[src/rtl/core_control_fsm.sv]
// core_control_fsm: multi-cycle sequencer for the RV32IMA core.
// Steps one instruction at a time through fetch, decode, execute, memory,
// AMO write-back, mul/div wait and trap entry. Every output is a function
// of the state register, the latched trap cause, the decoder flags of the
// held instruction and the handshake inputs.
module core_control_fsm (
  input  logic        clk,
  input  logic        rst_n,
  output logic        imem_req,
  input  logic        imem_ready,
  output logic        ir_we,
  input  logic        dec_is_load,
  input  logic        dec_is_store,
  input  logic        dec_is_branch,
  input  logic        dec_is_jal,
  input  logic        dec_is_jalr,
  input  logic        dec_is_lui,
  input  logic        dec_is_auipc,
  input  logic        dec_is_alu_reg,
  input  logic        dec_is_alu_imm,
  input  logic        dec_is_system,
  input  logic        dec_is_fence,
  input  logic        dec_is_mul,
  input  logic        dec_is_div,
  input  logic        dec_is_atomic,
  input  logic        dec_illegal,
  input  logic [2:0]  dec_funct3,
  input  logic [11:0] dec_funct12,
  input  logic        branch_taken,
  output logic        md_start,
  input  logic        md_done,
  output logic        dmem_req,
  output logic        dmem_we,
  output logic        amo_phase,
  input  logic        dmem_ready,
  input  logic        dmem_err,
  input  logic        irq_pending,
  output logic        pc_we,
  output logic [1:0]  pc_sel,
  output logic        rf_we,
  output logic [2:0]  wb_sel,
  output logic        csr_we,
  output logic        trap_enter,
  output logic [4:0]  trap_cause,
  output logic        mret,
  output logic        instret
);

  typedef enum logic [2:0] {
    S_RESET   = 3'd0,
    S_FETCH   = 3'd1,
    S_DECODE  = 3'd2,
    S_EXECUTE = 3'd3,
    S_MEM     = 3'd4,
    S_AMO_WR  = 3'd5,
    S_MD_WAIT = 3'd6,
    S_TRAP    = 3'd7
  } state_t;

  localparam logic [1:0]  PC_PLUS4 = 2'b00;
  localparam logic [1:0]  PC_IMM   = 2'b01;
  localparam logic [1:0]  PC_RS1   = 2'b10;
  localparam logic [1:0]  PC_CSR   = 2'b11;

  localparam logic [2:0]  WB_ALU   = 3'd0;
  localparam logic [2:0]  WB_MEM   = 3'd1;
  localparam logic [2:0]  WB_PC4   = 3'd2;
  localparam logic [2:0]  WB_CSR   = 3'd3;
  localparam logic [2:0]  WB_MD    = 3'd4;

  localparam logic [4:0]  CAUSE_ILLEGAL = 5'd2;
  localparam logic [4:0]  CAUSE_BREAK   = 5'd3;
  localparam logic [4:0]  CAUSE_LD_FLT  = 5'd5;
  localparam logic [4:0]  CAUSE_ST_FLT  = 5'd7;
  localparam logic [4:0]  CAUSE_ECALL   = 5'd11;
  localparam logic [4:0]  CAUSE_IRQ     = 5'b1_1011;

  localparam logic [11:0] F12_ECALL  = 12'h000;
  localparam logic [11:0] F12_EBREAK = 12'h001;
  localparam logic [11:0] F12_WFI    = 12'h105;
  localparam logic [11:0] F12_MRET   = 12'h302;

  state_t      r_state;
  state_t      w_next;
  logic [4:0]  r_cause;
  logic [4:0]  w_cause;
  logic        w_cause_we;
  logic        w_retire;
  logic        w_sys_priv;
  logic        w_simple_alu;

  // Privileged SYSTEM encodings (ECALL/EBREAK/MRET/WFI) all have funct3 == 0.
  assign w_sys_priv   = dec_is_system && (dec_funct3 == 3'd0);
  assign w_simple_alu = dec_is_alu_reg | dec_is_alu_imm | dec_is_lui | dec_is_auipc;

  // State register; reset aborts whatever instruction is in flight.
  always_ff @(posedge clk or negedge rst_n) begin
    if (!rst_n) r_state <= S_RESET;
    else        r_state <= w_next;
  end

  // Trap cause is latched on the transition into TRAP and presented there.
  always_ff @(posedge clk or negedge rst_n) begin
    if (!rst_n)          r_cause <= 5'd0;
    else if (w_cause_we) r_cause <= w_cause;
  end

  // Next-state and output decode; retire and interrupt redirect handled at the end.
  always_comb begin
    w_next     = r_state;
    w_cause    = 5'd0;
    w_cause_we = 1'b0;
    w_retire   = 1'b0;
    imem_req   = 1'b0;
    ir_we      = 1'b0;
    md_start   = 1'b0;
    dmem_req   = 1'b0;
    dmem_we    = 1'b0;
    amo_phase  = 1'b0;
    pc_we      = 1'b0;
    pc_sel     = PC_PLUS4;
    rf_we      = 1'b0;
    wb_sel     = WB_ALU;
    csr_we     = 1'b0;
    trap_enter = 1'b0;
    trap_cause = 5'd0;
    mret       = 1'b0;
    instret    = 1'b0;

    case (r_state)
      S_RESET: begin
        w_next = S_FETCH;
      end

      S_FETCH: begin
        imem_req = 1'b1;
        if (imem_ready) begin
          ir_we  = 1'b1;
          w_next = S_DECODE;
        end
      end

      S_DECODE: begin
        if (dec_illegal) begin
          w_next     = S_TRAP;
          w_cause    = CAUSE_ILLEGAL;
          w_cause_we = 1'b1;
        end else begin
          w_next = S_EXECUTE;
        end
      end

      S_EXECUTE: begin
        if (dec_is_load || dec_is_store || dec_is_atomic) begin
          w_next = S_MEM;
        end else if (dec_is_mul || dec_is_div) begin
          md_start = 1'b1;
          w_next   = S_MD_WAIT;
        end else if (w_simple_alu) begin
          rf_we    = 1'b1;
          wb_sel   = WB_ALU;
          w_retire = 1'b1;
        end else if (dec_is_jal) begin
          rf_we    = 1'b1;
          wb_sel   = WB_PC4;
          pc_sel   = PC_IMM;
          w_retire = 1'b1;
        end else if (dec_is_jalr) begin
          rf_we    = 1'b1;
          wb_sel   = WB_PC4;
          pc_sel   = PC_RS1;
          w_retire = 1'b1;
        end else if (dec_is_branch) begin
          pc_sel   = branch_taken ? PC_IMM : PC_PLUS4;
          w_retire = 1'b1;
        end else if (dec_is_fence) begin
          w_retire = 1'b1;
        end else if (dec_is_system && !w_sys_priv) begin
          csr_we   = 1'b1;
          rf_we    = 1'b1;
          wb_sel   = WB_CSR;
          w_retire = 1'b1;
        end else if (w_sys_priv && dec_funct12 == F12_WFI) begin
          w_retire = 1'b1;
        end else if (w_sys_priv && dec_funct12 == F12_MRET) begin
          mret     = 1'b1;
          pc_sel   = PC_CSR;
          w_retire = 1'b1;
        end else begin
          // ECALL, EBREAK, unknown privileged op, or no category flag at all.
          w_next     = S_TRAP;
          w_cause_we = 1'b1;
          if (w_sys_priv && dec_funct12 == F12_ECALL)       w_cause = CAUSE_ECALL;
          else if (w_sys_priv && dec_funct12 == F12_EBREAK) w_cause = CAUSE_BREAK;
          else                                               w_cause = CAUSE_ILLEGAL;
        end
      end

      S_MEM: begin
        dmem_req = 1'b1;
        dmem_we  = dec_is_store;
        if (dmem_ready) begin
          if (dmem_err) begin
            w_next     = S_TRAP;
            w_cause    = dec_is_load ? CAUSE_LD_FLT : CAUSE_ST_FLT;
            w_cause_we = 1'b1;
          end else if (dec_is_load) begin
            rf_we    = 1'b1;
            wb_sel   = WB_MEM;
            w_retire = 1'b1;
          end else if (dec_is_store) begin
            w_retire = 1'b1;
          end else begin
            rf_we  = 1'b1;
            wb_sel = WB_MEM;
            w_next = S_AMO_WR;
          end
        end
      end

      S_AMO_WR: begin
        dmem_req  = 1'b1;
        dmem_we   = 1'b1;
        amo_phase = 1'b1;
        if (dmem_ready) begin
          if (dmem_err) begin
            w_next     = S_TRAP;
            w_cause    = CAUSE_ST_FLT;
            w_cause_we = 1'b1;
          end else begin
            w_retire = 1'b1;
          end
        end
      end

      S_MD_WAIT: begin
        if (md_done) begin
          rf_we    = 1'b1;
          wb_sel   = WB_MD;
          w_retire = 1'b1;
        end
      end

      S_TRAP: begin
        trap_enter = 1'b1;
        trap_cause = r_cause;
        pc_we      = 1'b1;
        pc_sel     = PC_CSR;
        w_next     = S_FETCH;
      end

      default: begin
        w_next = S_RESET;
      end
    endcase

    // The retiring PC update still happens when an interrupt is taken, so
    // mepc ends up pointing at the next instruction.
    if (w_retire) begin
      pc_we   = 1'b1;
      instret = 1'b1;
      if (irq_pending) begin
        w_next     = S_TRAP;
        w_cause    = CAUSE_IRQ;
        w_cause_we = 1'b1;
      end else begin
        w_next = S_FETCH;
      end
    end
  end

endmodule

[config.mk]
export PLATFORM = sky130hd
export DESIGN_NAME = core_control_fsm
export DESIGN_NICKNAME = d
export VERILOG_FILES = /design/src/rtl/core_control_fsm.sv
export SDC_FILE = /design/constraint.sdc
export NUM_CORES = 1
export LEC_CHECK = 0
export ABC_CLOCK_PERIOD_IN_PS = 3600
export BUFFER_PORTS_ARGS = -buffer_cell sky130_fd_sc_hd__buf_2
export CAP_MARGIN = 0
export CELL_PAD_IN_SITES_DETAIL_PLACEMENT = 1
export CELL_PAD_IN_SITES_GLOBAL_PLACEMENT = 2
export CORE_MARGIN = 2
export CORE_UTILIZATION = 20
export CTS_CLUSTER_DIAMETER = 100
export DETAILED_ROUTE_END_ITERATION = 6
export PLACE_DENSITY = 0.82
export SLEW_MARGIN = 20
export SYNTH_ARGS = -nofsm -noshare
export SYNTH_HDL_FRONTEND = slang
export SYNTH_SLANG_ARGS = --single-unit
[constraint.sdc]
create_clock -name clk -period 3.6 [get_ports clk]
set_input_delay 0.72 -clock clk [delete_from_list [all_inputs] [get_ports clk]]
set_output_delay 0.72 -clock clk [all_outputs]
set_load 0.005 [all_outputs]
==> impl_metrics.py, run 1 <==
metrics = {
    "synth": {
        "synth_seq_cells": 8,
        "synthFlopType": "dfrtp_1",
        "synth_top_area_share": 0.226,
        "syn_avg_cell_area_um2": 7.21,
        "syn_area_um2": 887,
        "ys_types": 39,
        "synth_area_leaders": "dfrtp_1, nor2_1, nand2_1",
        "syn_inst": 123,
        "async_flop_share": 1.00,
        "syn-num-nets": 162,
        "yosysTopAreaCell": "dfrtp_1",
        "synth_edf_count": 0,
        "ys_seq_area_frac": 0.226,
        "yosysWarnings": 0,
    },
    "drt": {
        "postRouteAntennaNets": 0,
        "viasPerCell": 4.77,
        "post_drt_wl_per_cell_um": 12.6,
        "vias": 1116,
        "drc": 0,
        "totalWireLength_mm": 2.95,
        "dr.pass1.iters": 4,
        "drt_iter0_drc": 41,
    },
    "cells_and_area": {
        "syn_to_final_growth_pct": 43.9,
        "drive_above_1_share": 0.385,
        "layoutNonFillerInstCount": 234,
        "fillerInstances": 575,
        "nets": 223,
        "layout_common_cells": "buf_2, nor2_1, nand2_1",
        "multi_input_area_um2": 641,
        "fin_area_um2": 1280,
        "final_common_cell": "buf_2",
        "regArea_um2": 200,
        "insertedDiodeCount": 0,
    },
    "power": {
        "leakage_nw": 0.637,
        "p_seq_frac": 0.295,
        "powerDensity_nw_per_um2": 524,
        "p_clk_frac": 0.160,
        "swShare": 0.431,
        "combPwrFrac": 0.545,
        "switchingPower_uw": 288,
        "ir_drop_v": 0.000132,
        "internal_power_uw": 381,
    },
    "cts": {
        "clk_pin_slew_worst_paths_ns": 0.04,
        "postCtsSetupBuffers": 0,
        "cts_root_buf": "clkbuf_8",
        "cts_buffers": 3,
        "postCtsHoldBufs": 0,
        "insertion_delay_ns": 0.23,
        "clkSinkCount": 8,
        "clock_path_buffers": 2,
        "cts_resized": 0,
        "cts-htree-levels": 1,
        "cts_tree": "yes",
    },
    "place": {
        "place_area_um2": 1230,
        "gp_congestion": 0.775,
        "dp_hpwl_mm": 2.53,
        "port_buffers": 59,
        "place_ws_ns": 0.283,
        "dp.cells": 231,
    },
    "sta": {
        "worst-slew-pin-transition_ns": 0.563,
        "timing.final.crit_share": 0.919,
        "drv_slew": 0,
        "setup_viol": 0,
        "setup_slack_ns": 0.292,
        "period_minus_slack_ns": 3.31,
        "grt_setup_unrepaired": "false",
        "slew_headroom": 0.615,
        "final.setup_skew_ns": 0.000306,
        "tns_ns": 0,
        "hold_violations": 0,
        "max_freq_mhz": 302,
    },
    "hold_path": {
        "worstHoldPathType": "input port to asynchronous set/reset pin",
    },
    "floorplan": {
        "io_pins": 60,
        "dieArea_um2": 4980,
        "die_w_um": 70.6,
        "rows": 24,
        "coreArea_um2": 4320,
        "dieHeight_um": 70.6,
        "start_util": 0.205,
    },
    "worst_setup_path": {
        "arrival_ns": 2.59,
        "required_ns": 2.88,
        "cp_max_fo": 5,
        "worstSetupEndpointType": "output port",
        "start_kind": "input port",
        "criticalPathCategory": "input port to output port",
    },
    "global_route": {
        "grt_max_degree": 16,
        "grt_antenna_before_repair": 0,
        "track_usage": 0.118,
        "grt_pass1_wl_mm": 4.89,
        "grt_pass1_vias": 1100,
        "overflow": 0,
    },
    "outcome": {
        "outcome": "complete, no violations",
    },
    "job": {
        "drv_cap": 0,
    },
}
==> cells in the mapped netlist (3+ instances only) <==
master,instances
nor3_1,5
a21oi_1,4
nand2b_1,4
nor2b_1,3
clkbuf_1,3
nand3_1,5
and3_1,3
inv_1,5
o21ai_0,5
dfrtp_1,8
nor3b_1,3
nor4_1,3
nor2_1,18
and2_1,8
nand2_1,14
==> path summary, 6_finish.rpt <==
| kind | startpoint | end | slack, ns | depth (start not counted) |
|---|---|---|---|---|
| min in group clk | r_cause[4] | r_cause[4] | 0.48 | 2 |
| max in group asynchronous | rst_n | r_cause[0] | 3.09 | 1 |
| max reg2reg | r_state[1] | r_cause[3] | 1.33 | 6 |
| min | rst_n | r_cause[4] | 0.34 | 1 |
| max | dec_funct3[1] | pc_we | 0.29 | 7 |
| min reg2reg | r_cause[4] | r_cause[4] | 0.48 | 2 |
==> layout make-up <==
class / instances / share of cell area
Multi-Input combinational cell: 105 / 0.502
Sequential cell: 8 / 0.157
Inverter: 5 / 0.0147
Timing Repair Buffer: 61 / 0.243
Tap cell: 52 / 0.0510
Clock buffer: 3 / 0.0324
==> state kept, by name, indices dropped and copies added, names as in the netlist <==
register  flops
r_cause       5
r_state       3
==> metal layers <==
metal	track usage	wire (um)	vias to the layer above
met5	0	0	-
li1	-	-	567
met1	0.150	1290	516
met4	0.0189	0	0
met3	0.0285	189	0
met2	0.206	1470	33
==> power groups by stage <==
stage	registers (mW)	logic, mW	clock network, mW
after floorplan	0.152	0.275	0
after global placement	0.201	0.368	0
after detailed placement	0.200	0.373	0
after CTS	0.199	0.373	0.112
after global routing	0.209	0.415	0.117
final	0.198	0.364	0.107
==> worst max-delay path, cell delays in order <==
cell and delay (ns):
buf_2 0.09, or3_1 0.44, a21boi_0 0.39, o211ai_1 0.17
a211o_1 0.37, or2_2 0.28, buf_2 0.12
==> through the flow <==
stage | hold slack, ns | total power, mW | util
2_1_floorplan | 0.424 | 0.427 | -
3_3_place_gp | 0.464 | 0.569 | 0.286
3_5_place_dp | 0.474 | 0.572 | 0.286
4_1_cts | 0.329 | 0.684 | 0.295
5_1_grt | 0.336 | 0.741 | 0.295
6_report | 0.335 | 0.669 | 0.295
==> kinds of logic after synthesis <==
kind of cell             count (synthesis)  synth area share
buffers and inverters                   10            0.0522
AND/OR/NAND/NOR                         76             0.480
AO/OA/AOI/OAI                           27             0.217
flip-flops                               8             0.226
multiplexers                             1            0.0113
adder cells (fa/ha/maj)                  1            0.0141
Power figures use the tool's default switching activity.
==> run 2, diff against run 1 <==
--- a/config.mk
+++ b/config.mk
@@ -15,6 +15,7 @@
 export CTS_CLUSTER_DIAMETER = 100
 export DETAILED_ROUTE_END_ITERATION = 6
 export PLACE_DENSITY = 0.82
+export RECOVER_POWER = 100
 export SLEW_MARGIN = 20
 export SYNTH_ARGS = -nofsm -noshare
 export SYNTH_HDL_FRONTEND = slang
==> impl_metrics.py, run 2 (synthesis results as in run 1) <==
metrics = {
    "outcome": {
        "outcome": "complete, no violations",
    },
    "cells_and_area": {
        "syn_to_final_growth_pct": 39.5,
        "drive_above_1_share": 0.319,
        "largestRegisters": "r_cause: 5 flops, r_state: 3 flops",
        "largest_register_ffs": 5,
        "fillerInstances": 580,
        "insertedDiodeCount": 0,
        "layout_common_cells": "buf_2, nor2_1, nand2_1",
        "nets": 223,
        "final_common_cell": "buf_2",
        "top_register": "r_cause",
    },
    "cts": {
        "cts-htree-levels": 1,
        "cts_tree": "yes",
        "postCtsHoldBufs": 0,
        "insertion_delay_ns": 0.23,
        "cts_root_buf": "clkbuf_8",
        "postCtsSetupBuffers": 0,
        "cts_resized": 0,
        "clk_pin_slew_worst_paths_ns": 0.04,
        "clkSinkCount": 8,
        "clock_path_buffers": 2,
        "cts_buffers": 3,
    },
    "worst_setup_path": {
        "path_cells": "buf_2 > or3_1 > a21boi_0 > o211ai_1 > a211o_1 > or2_2 > buf_2",
        "worstSetupEndpointType": "output port",
        "slowest_stage": "or3_1",
        "cp_max_fo": 5,
        "crit_buf_inv": 2,
        "required_ns": 2.88,
        "criticalPathCategory": "input port to output port",
        "critPathMaxStageDelay_ns": 0.44,
        "rrSetupSlack_ns": 1.08,
        "critPathTopFamily": "compound AO/OA/AOI/OAI gates",
        "critPathMostFrequentCell": "buf_2",
        "start_kind": "input port",
        "arrival_ns": 2.59,
    },
    "sta": {
        "timing.final.crit_share": 0.918,
        "max_freq_mhz": 303,
        "worst-slew-pin-transition_ns": 0.545,
        "final.setup_skew_ns": 0.000330,
        "grt_setup_unrepaired": "false",
        "setup_viol": 0,
        "tns_ns": 0,
        "hold_violations": 0,
        "period_minus_slack_ns": 3.31,
        "setup_slack_ns": 0.295,
        "slew_headroom": 0.627,
        "drv_slew": 0,
    },
    "drt": {
        "viasPerCell": 4.78,
        "dr.pass1.iters": 4,
        "postRouteAntennaNets": 0,
        "drt_iter0_drc": 36,
        "totalWireLength_mm": 2.97,
        "drc": 0,
        "vias": 1118,
        "post_drt_wl_per_cell_um": 12.7,
    },
    "global_route": {
        "grt_pass1_wl_mm": 4.89,
        "grt_pass1_vias": 1100,
        "overflow": 0,
        "track_usage": 0.118,
        "grt_max_degree": 16,
        "grt_antenna_before_repair": 0,
    },
    "power": {
        "internal_power_uw": 372,
        "p_total_uw": 658,
        "leakage_nw": 0.588,
        "ir_drop_v": 0.000126,
        "powerDensity_nw_per_um2": 532,
        "p_seq_frac": 0.302,
        "swShare": 0.435,
        "p_clk_frac": 0.163,
        "combPwrFrac": 0.535,
        "switchingPower_uw": 286,
    },
    "floorplan": {
        "die_w_um": 70.6,
        "coreArea_um2": 4320,
        "dieArea_um2": 4980,
        "rows": 24,
        "io_pins": 60,
        "start_util": 0.205,
        "dieHeight_um": 70.6,
    },
    "place": {
        "gp_congestion": 0.775,
        "port_buffers": 59,
        "dp_hpwl_mm": 2.53,
        "place_ws_ns": 0.283,
    },
    "job": {
        "drv_cap": 0,
    },
    "hold_path": {
        "worstHoldPathType": "input port to asynchronous set/reset pin",
    },
}
[run 2: cell count changes in the layout (fill, tap and decap cells not counted), moves of 4 or more]
cell      previous run  this run
and2_0               0         5
clkbuf_2             0         4
clkbuf_1             0         9
and2_1               8         3
buf_2               59        48
[run 2: area by class of cell]
class	instances	area, um2	share of cell area
clock buffer	3	41.3	0.0334
inverter	5	18.8	0.0152
multi-input combinational	105	618	0.499
sequential	8	200	0.162
tap	52	65.1	0.0526
timing repair buffer	61	294	0.238
[run 2: layer usage]
metal	wire length [um]	vias up	GRT usage	share of wire
met5	0	-	0	0
met4	0	0	0.0189	0
met3	186	0	0.0285	0.063
met2	1460	33	0.206	0.49
met1	1330	517	0.150	0.45
li1	-	568	-	-
[run 2: final timing paths]
check                              to  cells past startpoint           from
max                             pc_we                      7  dec_funct3[1]
min                        r_cause[4]                      1          rst_n
max reg2reg                r_cause[3]                      6     r_state[1]
min reg2reg                r_cause[4]                      2     r_cause[4]
max in group asynchronous  r_state[0]                      1          rst_n
min in group clk           r_cause[4]                      2     r_cause[4]
[run 2: power groups by stage]
stage / sequential (mW) / combinational (mW) / clock [mW]
floorplan: 0.152 / 0.275 / 0
global placement: 0.201 / 0.368 / 0
detailed placement: 0.200 / 0.373 / 0
CTS: 0.199 / 0.373 / 0.112
global route: 0.210 / 0.403 / 0.117
finish: 0.199 / 0.352 / 0.107
[run 2: worst register-to-register path, stage by stage (launching register included)]
cell,delay [ns]
dfrtp_1,0.50
or4b_1,0.47
nor4_1,0.36
clkbuf_1,0.24
o2111ai_2,0.19
and2_0,0.30
a221o_1,0.33
[run 2: per-stage QoR]
| stage | hold slack, ns | area, um2 | util | std cells |
|---|---|---|---|---|
| floorplan | 0.424 | 887 | - | 123 |
| global placement | 0.464 | 1230 | 0.286 | 231 |
| detailed placement | 0.474 | 1230 | 0.286 | 231 |
| CTS | 0.329 | 1280 | 0.295 | 234 |
| global route | 0.442 | 1240 | 0.286 | 234 |
| finish | 0.415 | 1240 | 0.286 | 234 |
==> run 3, diff against run 2 <==
--- a/config.mk
+++ b/config.mk
@@ -10,7 +10,7 @@
 export CAP_MARGIN = 0
 export CELL_PAD_IN_SITES_DETAIL_PLACEMENT = 1
 export CELL_PAD_IN_SITES_GLOBAL_PLACEMENT = 2
-export CORE_MARGIN = 2
+export CORE_MARGIN = 4
 export CORE_UTILIZATION = 20
 export CTS_CLUSTER_DIAMETER = 100
 export DETAILED_ROUTE_END_ITERATION = 6
==> impl_metrics.py, run 3 (synthesis results as in run 1) <==
metrics = {
    "outcome": {
        "outcome": "complete, no violations",
    },
    "power": {
        "internal_power_uw": 366,
        "p_seq_frac": 0.301,
        "combPwrFrac": 0.538,
        "ir_drop_v": 0.000138,
        "p_clk_frac": 0.160,
        "leakage_nw": 0.562,
        "powerDensity_nw_per_um2": 540,
        "switchingPower_uw": 295,
        "swShare": 0.447,
    },
    "cells_and_area": {
        "fillerInstances": 548,
        "largestRegisters": "r_cause: 5 flops, r_state: 3 flops",
        "largest_register_ffs": 5,
        "top_register": "r_cause",
        "regArea_um2": 200,
        "insertedDiodeCount": 0,
        "multi_input_area_um2": 619,
        "utilization": 0.295,
        "final_common_cell": "buf_2",
        "fin_area_um2": 1220,
        "syn_to_final_growth_pct": 37.8,
        "nets": 222,
        "drive_above_1_share": 0.282,
        "layout_common_cells": "buf_2, nor2_1, clkbuf_1",
    },
    "cts": {
        "cts_root_buf": "clkbuf_8",
        "postCtsHoldBufs": 0,
        "clk_pin_slew_worst_paths_ns": 0.04,
        "cts_buffers": 3,
        "clock_path_buffers": 2,
        "cts_tree": "yes",
        "insertion_delay_ns": 0.22,
        "clkSinkCount": 8,
        "cts_resized": 0,
        "postCtsSetupBuffers": 0,
        "cts-htree-levels": 1,
    },
    "worst_setup_path": {
        "slowest_stage": "or4_4",
        "reg2reg_depth": 6,
        "required_ns": 2.88,
        "critPathMostFrequentCell": "or4_4",
        "crit_buf_inv": 2,
        "critPathTopFamily": "simple AND/OR/NAND/NOR gates",
        "path_cells": "buf_2 > or4_4 > or4_4 > o211ai_1 > a211o_1 > or2_2 > clkbuf_1",
        "regToRegStartpoint": "r_state[1]",
        "critPathMaxStageDelay_ns": 0.53,
        "regToRegEndpoint": "r_cause[3]",
        "criticalPathCategory": "input port to output port",
        "rrSetupSlack_ns": 1.07,
        "start_kind": "input port",
        "cp_max_fo": 8,
        "arrival_ns": 2.57,
        "worstSetupEndpointType": "output port",
    },
    "sta": {
        "hold_violations": 0,
        "period_minus_slack_ns": 3.29,
        "setup_viol": 0,
        "slew_headroom": 0.563,
        "grt_setup_unrepaired": "false",
        "timing.final.crit_share": 0.915,
        "drv_slew": 0,
        "worst-slew-pin-transition_ns": 0.639,
        "max_freq_mhz": 304,
        "final.setup_skew_ns": 0.00155,
        "tns_ns": 0,
    },
    "drt": {
        "dr.pass1.iters": 4,
        "vias": 1119,
        "drc": 0,
        "drt_iter0_drc": 41,
        "viasPerCell": 4.84,
        "postRouteAntennaNets": 0,
        "totalWireLength_mm": 3.20,
        "post_drt_wl_per_cell_um": 13.9,
    },
    "place": {
        "gp_congestion": 0.758,
        "dp_hpwl_mm": 2.71,
        "place_area_um2": 1220,
        "port_buffers": 59,
    },
    "hold_path": {
        "worstHoldPathType": "input port to asynchronous set/reset pin",
    },
    "floorplan": {
        "start_util": 0.214,
        "io_pins": 60,
        "die_w_um": 74.6,
        "rows": 23,
        "dieArea_um2": 5570,
        "coreArea_um2": 4140,
        "dieHeight_um": 74.6,
    },
    "global_route": {
        "overflow": 0,
        "grt_max_degree": 16,
        "grt_pass1_vias": 1193,
        "track_usage": 0.122,
        "grt_antenna_before_repair": 0,
        "grt_pass1_wl_mm": 5.38,
    },
    "job": {
        "drv_cap": 0,
    },
}
-- run 3: cell count changes in the layout (fill, tap and decap cells not counted), sizes merged --
cell	before	now
buf	48	44
clkbuf	16	19
-- run 3: metrics by stage --
stage	setup slack, ns	hold slack, ns	instances	total power, mW
finish	0.307	0.403	231	0.660
global route	0.107	0.427	231	0.735
CTS	0.257	0.332	231	0.683
detailed placement	0.230	0.474	228	0.575
global placement	0.296	0.456	228	0.574
floorplan	0.585	0.424	123	0.427
-- run 3: layout make-up --
| class | count | area share |
|---|---|---|
| Tap cell | 50 | 0.0512 |
| Clock buffer | 3 | 0.0338 |
| Timing Repair Buffer | 60 | 0.229 |
| Inverter | 5 | 0.0154 |
| Multi-Input combinational cell | 105 | 0.507 |
| Sequential cell | 8 | 0.164 |
-- run 3: routing by layer --
layer	vias up	track usage	share of wire	wire length (um)
li1	568	-	-	-
met1	508	0.156	0.44	1420
met2	41	0.208	0.48	1520
met3	2	0.0243	0.073	233
met4	0	0.0356	0.0059	19
met5	-	0	0	0
-- run 3: how the worst max path moves through the flow --
stage,from,to,cells after the start
floorplan,dec_funct12[7],pc_we,5
global placement,dec_funct3[1],pc_we,7
detailed placement,dec_funct3[1],pc_we,7
CTS,dec_funct3[1],pc_we,7
global route,dec_is_div,pc_sel[1],8
finish,dec_funct12[7],pc_we,7
-- run 3: power by group through the flow --
stage	logic (mW)	clock network (mW)	registers, mW
CTS	0.376	0.108	0.199
detailed placement	0.375	0	0.200
finish	0.356	0.106	0.199
global placement	0.377	0	0.198
global route	0.409	0.115	0.211
floorplan	0.275	0	0.152
